==> src/rtl/if_id_queue_if.sv <==
// Fetch-to-decode handshake bundle for the IF/ID instruction queue.
// The fetch side drives if_* and sees if_ready; the queue drives id_*.
interface if_id_queue_if #(
    parameter int ADDR_W = 17,
    parameter int INST_W = 32
);
    logic              if_valid;
    logic [ADDR_W-1:0] if_pc;
    logic [INST_W-1:0] if_inst;
    logic              if_ready;
    logic              id_valid;
    logic [ADDR_W-1:0] id_pc;
    logic [INST_W-1:0] id_inst;

    // Fetch unit / stimulus side.
    modport master (
        output if_valid, if_pc, if_inst,
        input  if_ready, id_valid, id_pc, id_inst
    );

    // The queue itself.
    modport slave (
        input  if_valid, if_pc, if_inst,
        output if_ready, id_valid, id_pc, id_inst
    );
endinterface

==> src/rtl/if_id_queue.sv <==
// IF->ID boundary stage: a DEPTH-entry instruction FIFO feeding a registered
// decode output. Fetch runs ahead while decode stalls. Two-level flush:
// flush_ex beats id_stall, and id_stall beats flush_id.
module if_id_queue #(
    parameter int ADDR_W = 17,
    parameter int INST_W = 32,
    parameter int DEPTH  = 4
) (
    input  logic                         clk,
    input  logic                         rst,
    input  logic                         flush_ex,
    input  logic                         flush_id,
    input  logic                         id_stall,
    if_id_queue_if.slave                 bus,
    output logic [$clog2(DEPTH+1)-1:0]   count
);
    localparam int PTR_W = $clog2(DEPTH);
    localparam int CNT_W = $clog2(DEPTH+1);

    typedef struct packed {
        logic [ADDR_W-1:0] pc;
        logic [INST_W-1:0] inst;
    } entry_t;

    // What the output register does this cycle.
    typedef enum logic [2:0] {
        ACT_CLEAR,   // flush: empty FIFO, bubble out
        ACT_HOLD,    // stall: keep output, FIFO may still fill
        ACT_POP,     // load output from FIFO head
        ACT_BYPASS,  // empty FIFO: fetched instruction goes straight out
        ACT_BUBBLE   // nothing to issue
    } act_e;

    entry_t             mem [DEPTH];
    logic [PTR_W-1:0]   rd_ptr;
    logic [PTR_W-1:0]   wr_ptr;
    logic [CNT_W-1:0]   count_q;
    logic               out_valid;
    logic [ADDR_W-1:0]  out_pc;
    logic [INST_W-1:0]  out_inst;

    act_e               act;
    logic               ready;
    logic               accept;
    logic               enq;
    logic               deq;

    // Back-pressure depends on the registered occupancy only, so there is
    // no combinational path from stall/flush into the fetch unit.
    assign ready  = (count_q != CNT_W'(DEPTH));
    assign accept = bus.if_valid && ready && !flush_ex && !(flush_id && !id_stall);

    // Priority decode of the per-cycle action.
    // NOTE: every always_comb output gets a default first so no path can leave it unassigned and infer a latch.
    always_comb begin
        act = ACT_BUBBLE;
        if (flush_ex)             act = ACT_CLEAR;
        else if (id_stall)        act = ACT_HOLD;
        else if (flush_id)        act = ACT_CLEAR;
        else if (count_q != '0)   act = ACT_POP;
        else if (accept)          act = ACT_BYPASS;
    end

    // A bypassed fetch is never written into the FIFO.
    assign enq = accept && ((act == ACT_HOLD) || (act == ACT_POP));
    assign deq = (act == ACT_POP);

    // Entry storage, written at the tail on enqueue.
    // NOTE: the data array has no reset; pointers and count alone decide which entries are live.
    always_ff @(posedge clk) begin
        if (enq) begin
            mem[wr_ptr] <= '{pc: bus.if_pc, inst: bus.if_inst};
        end
    end

    // Pointers, occupancy and the decode output register.
    // NOTE: sequential state uses non-blocking assignments so every register samples pre-edge values.
    always_ff @(posedge clk) begin
        if (rst || act == ACT_CLEAR) begin
            rd_ptr    <= '0;
            wr_ptr    <= '0;
            count_q   <= '0;
            out_valid <= 1'b0;
            out_pc    <= '0;
            out_inst  <= '0;
        end else begin
            if (enq) wr_ptr <= wr_ptr + PTR_W'(1);
            if (deq) rd_ptr <= rd_ptr + PTR_W'(1);
            case ({enq, deq})
                2'b10:   count_q <= count_q + CNT_W'(1);
                2'b01:   count_q <= count_q - CNT_W'(1);
                default: count_q <= count_q;
            endcase

            case (act)
                ACT_POP: begin
                    out_valid <= 1'b1;
                    out_pc    <= mem[rd_ptr].pc;
                    out_inst  <= mem[rd_ptr].inst;
                end
                ACT_BYPASS: begin
                    out_valid <= 1'b1;
                    out_pc    <= bus.if_pc;
                    out_inst  <= bus.if_inst;
                end
                ACT_BUBBLE: begin
                    out_valid <= 1'b0;
                    out_pc    <= '0;
                    out_inst  <= '0;
                end
                default: begin
                    out_valid <= out_valid;
                    out_pc    <= out_pc;
                    out_inst  <= out_inst;
                end
            endcase
        end
    end

    assign bus.if_ready = ready;
    assign bus.id_valid = out_valid;
    assign bus.id_pc    = out_pc;
    assign bus.id_inst  = out_inst;
    assign count        = count_q;

endmodule

==> src/flat_wrapper.sv <==
// flat-port wrapper written by rule: the top's interface ports become plain ports
module if_id_queue_flat 
#(
    parameter int ADDR_W = 17,
    parameter int INST_W = 32,
    parameter int DEPTH  = 4
)
  (clk, rst, flush_ex, flush_id, id_stall, count, bus_if_valid, bus_if_pc, bus_if_inst, bus_if_ready, bus_id_valid, bus_id_pc, bus_id_inst);
  if_id_queue_if #(.ADDR_W(ADDR_W), .INST_W(INST_W)) bus_i ();
  input  logic clk;
  input  logic rst;
  input  logic flush_ex;
  input  logic flush_id;
  input  logic id_stall;
  output logic [$clog2(DEPTH+1)-1:0] count;
  input wire logic [$bits(bus_i.if_valid)-1:0] bus_if_valid;
  input wire logic [$bits(bus_i.if_pc)-1:0] bus_if_pc;
  input wire logic [$bits(bus_i.if_inst)-1:0] bus_if_inst;
  output wire logic [$bits(bus_i.if_ready)-1:0] bus_if_ready;
  output wire logic [$bits(bus_i.id_valid)-1:0] bus_id_valid;
  output wire logic [$bits(bus_i.id_pc)-1:0] bus_id_pc;
  output wire logic [$bits(bus_i.id_inst)-1:0] bus_id_inst;
  assign bus_i.if_valid = bus_if_valid;
  assign bus_i.if_pc = bus_if_pc;
  assign bus_i.if_inst = bus_if_inst;
  assign bus_if_ready = bus_i.if_ready;
  assign bus_id_valid = bus_i.id_valid;
  assign bus_id_pc = bus_i.id_pc;
  assign bus_id_inst = bus_i.id_inst;
  if_id_queue #(.ADDR_W(ADDR_W), .INST_W(INST_W), .DEPTH(DEPTH)) u_core (.clk(clk), .rst(rst), .flush_ex(flush_ex), .flush_id(flush_id), .id_stall(id_stall), .bus(bus_i), .count(count));
endmodule
==> config.mk <==
export PLATFORM = sky130hd
export DESIGN_NAME = if_id_queue_flat
export DESIGN_NICKNAME = d
export VERILOG_FILES = /design/src/rtl/if_id_queue_if.sv /design/src/rtl/if_id_queue.sv /design/src/flat_wrapper.sv
export SDC_FILE = /design/constraint.sdc
export NUM_CORES = 1
export LEC_CHECK = 0
export BUFFER_PORTS_ARGS = -buffer_cell sky130_fd_sc_hd__buf_2
export CAP_MARGIN = 20
export CORE_AREA = 2 2 195 120
export DETAILED_ROUTE_END_ITERATION = 6
export DIE_AREA = 0 0 197 122
export MAX_ROUTING_LAYER = met4
export PLACE_DENSITY_LB_ADDON = 0.25
export SLEW_MARGIN = 20
export SYNTH_ARGS = -nofsm -noshare
export SYNTH_HDL_FRONTEND = slang
export SYNTH_SLANG_ARGS = --single-unit
==> constraint.sdc <==
create_clock -name clk -period 4.7 [get_ports clk]
set_input_delay 0.94 -clock clk [delete_from_list [all_inputs] [get_ports clk]]
set_output_delay 0.94 -clock clk [all_outputs]
set_load 0.05 [all_outputs]
==> flow_summary.ini <==
[run_status]
status = finished, final reports clean

[timing]
finalCritPeriodShare_pct = 59.67
min_period_ns = 2.805
skew_ns = 0.01478
setup_viol = 0
final.setup.tns_ns = 0
hold_violations = 0
fmax_ghz = 0.3566
hold_ws_ns = 0.4611
rsz0062_at_grt = false
relSlewSlack_pct = 48.36
tightestPinTransition_ns = 0.7746
drv_slew = 0
finalWorstSetupSlack_ns = 1.895

[drt]
firstDrtPassIters = 5
wire_per_inst_um = 21.22
final_antenna_net_count = 0
wl_mm = 21.47
drc = 0
drt_iter0_markers = 442
post_drt_via_cell_ratio = 5.710
num_vias = 5779

[place]
place.gp.congestion = 0.7998
hpwl_mm = 12.27
detailedPlace.worstSlack_ns = 1.242
io_buffer_count = 108

[layout]
n_fill_cell = 1832
drive_above_1_share_pct = 31.29
multi_input_area_mm2 = 0.002416
area_delta_synth_final_pct = 16.94
regArea_mm2 = 0.007072
fin_util_pct = 51.44
layout_commonest_cell = edfxtp_1
final_cell_mix = edfxtp_1, buf_2, dfxtp_1
final_nets = 762

[critical_path]
crit_chain = buf_2 -> buf_4 -> nor3_1 -> o211ai_1 -> fa_1 -> mux2i_1 -> mux2i_1
crit_fanout = 34
critPathKind = input pin to register
rr_worst_depth = 5
endpoint_kind = register
cp_slowest_stage_delay_ns = 0.48
cp.arrival_ns = 3.24
worstPathRequired_ns = 5.13
critical-path-slowest-cell = fa_1
crit_top_cell = mux2i_1
start_kind = input pin

[die]
core_mm2 = 0.02249
pin_count = 109
start_util_pct = 43.99
num_rows = 43
dieArea_mm2 = 0.02403
die_h_um = 122
die_w_um = 197

[power_and_ir_drop]
p_leak_nw = 3.865
vdd_ir_drop_max_mv = 0.2419
p_total_mw = 4.764
p_per_area_mw_per_mm2 = 411.8

[yosys]
syn_area_mm2 = 0.009892
ys_top_cells_by_area = edfxtp_1, dfxtp_1, mux4_2
ys_seq_area_share_pct = 71.44
synthFlopType = edfxtp_1
synthArstFlopShare_pct = 0
yosys.area.top_type_share_pct = 59.50
synth_edf_count = 196
synth.avg_cell_area_um2 = 16.43
syn-num-nets = 662
ys_warn_count = 0
synth-seq-cells = 255
synth_area_leader_cell = edfxtp_1
ys_types = 37
netlist_instances = 602

[cts]
worstSkewPairLatency_ns = 0.51
cts_buffers = 23
post_cts_buffers = 0
cts_sinks = 255
path_clk_slew_ns = 0.07
cts_tree = yes
cts-htree-levels = 1
ctsResizeCount = 0
cts-root-buf = clkbuf_16
cts.path.max_buffers = 3
holdBufCountCts = 0

[worst_hold_path]
hold_class = register to register
hold_depth = 2

[global_route]
grt_max_degree = 53
grt_overflow = 0
antenna_found_initial = 1
first_global_vias = 5763
grt_pass1_wl_mm = 33.06
track_usage_pct = 18.73

[job]
maxCapViolCount = 0
-- critical path, delay by kind of cell --
| kind | cells | cell delay [ns] |
|---|---|---|
| adder cells (fa/ha/maj) | 1 | 0.48 |
| AO/OA/AOI/OAI | 1 | 0.32 |
| multiplexers | 2 | 0.43 |
| buffers and inverters | 2 | 0.63 |
| AND/OR/NAND/NOR | 1 | 0.41 |
-- cells by family (layout without fill, tap and decap cells) --
family,Yosys count,in the layout,share of synthesized area [%]
DFF,255,255,71.44
AOI/OAI and AO/OA,108,108,8.260
buffers and inverters,101,218,4.313
and+or+nand+nor,79,79,3.617
muxes,53,53,11.57
adders and majority gates,5,5,0.7084
xor gates and xnor gates,1,1,0.08856
other,0,1,0
-- power breakdown --
group | switching, mW | internal [mW] | total [mW]
clock network | 0.792 | 1.26 | 2.05
registers | 0.0133 | 2.46 | 2.47
logic | 0.178 | 0.0657 | 0.244
total | 0.984 | 3.78 | 4.76
-- Yosys cell counts (2+ instances only) --
cell        n
and2_1      4
mux4_2     49
nand2_1    52
or3_1       4
nor2_1      6
a221oi_2    4
edfxtp_1  196
a221oi_1   44
buf_6       3
dfxtp_1    59
nand3_1     4
ha_1        4
inv_1      55
a31oi_1    48
a21oi_1     7
clkbuf_1   24
nor3b_1     2
mux2i_1     3
buf_2      10
buf_1       5
buf_4       3
-- registers in the layout (all words and copies together), names as in the netlist, named ones only --
name and cells:
u_core.bus.id_inst 32, u_core.count 3, u_core.wr_ptr 2, u_core.bus.id_valid 1, u_core.mem 196, u_core.rd_ptr 2
u_core.bus.id_pc 17
-- worst paths after layout --
kind                                           start              endpoint  slack (ns)
worst max-delay path                        id_stall       u_core.count[2]        1.90
worst min-delay path            u_core.bus.id_pc[12]  u_core.bus.id_pc[12]        0.46
worst max register to register       u_core.count[1]     u_core.mem[0][30]        2.15
worst min register to register  u_core.bus.id_pc[12]  u_core.bus.id_pc[12]        0.46
-- cell type report --
cell class	count	area share [%]
sequential	255	61.14
multi-input combinational	246	20.89
timing repair buffer	121	5.690
clock buffer	31	5.668
tap	292	3.158
inverter	55	1.785
clock inverter	11	1.655
antenna	1	0.02163
-- metrics by stage --
| stage | area (um2) | std cells |
|---|---|---|
| floorplan | 9892 | 602 |
| global placement | 10690 | 968 |
| detailed placement | 10690 | 968 |
| CTS | 11530 | 1010 |
| global route | 11570 | 1012 |
| finish | 11570 | 1012 |
-- per-layer routing --
metal	GRT usage (%)	part of all wire (%)	wire length, um	up-vias
met4	3.806	1.8	376	0
met5	-	0	0	-
met1	25.85	45	9711	2990
met2	29.70	47	10070	197
li1	-	-	-	2564
met3	3.239	6.1	1315	28
Note: power is estimated with default switching activity, not from simulation.
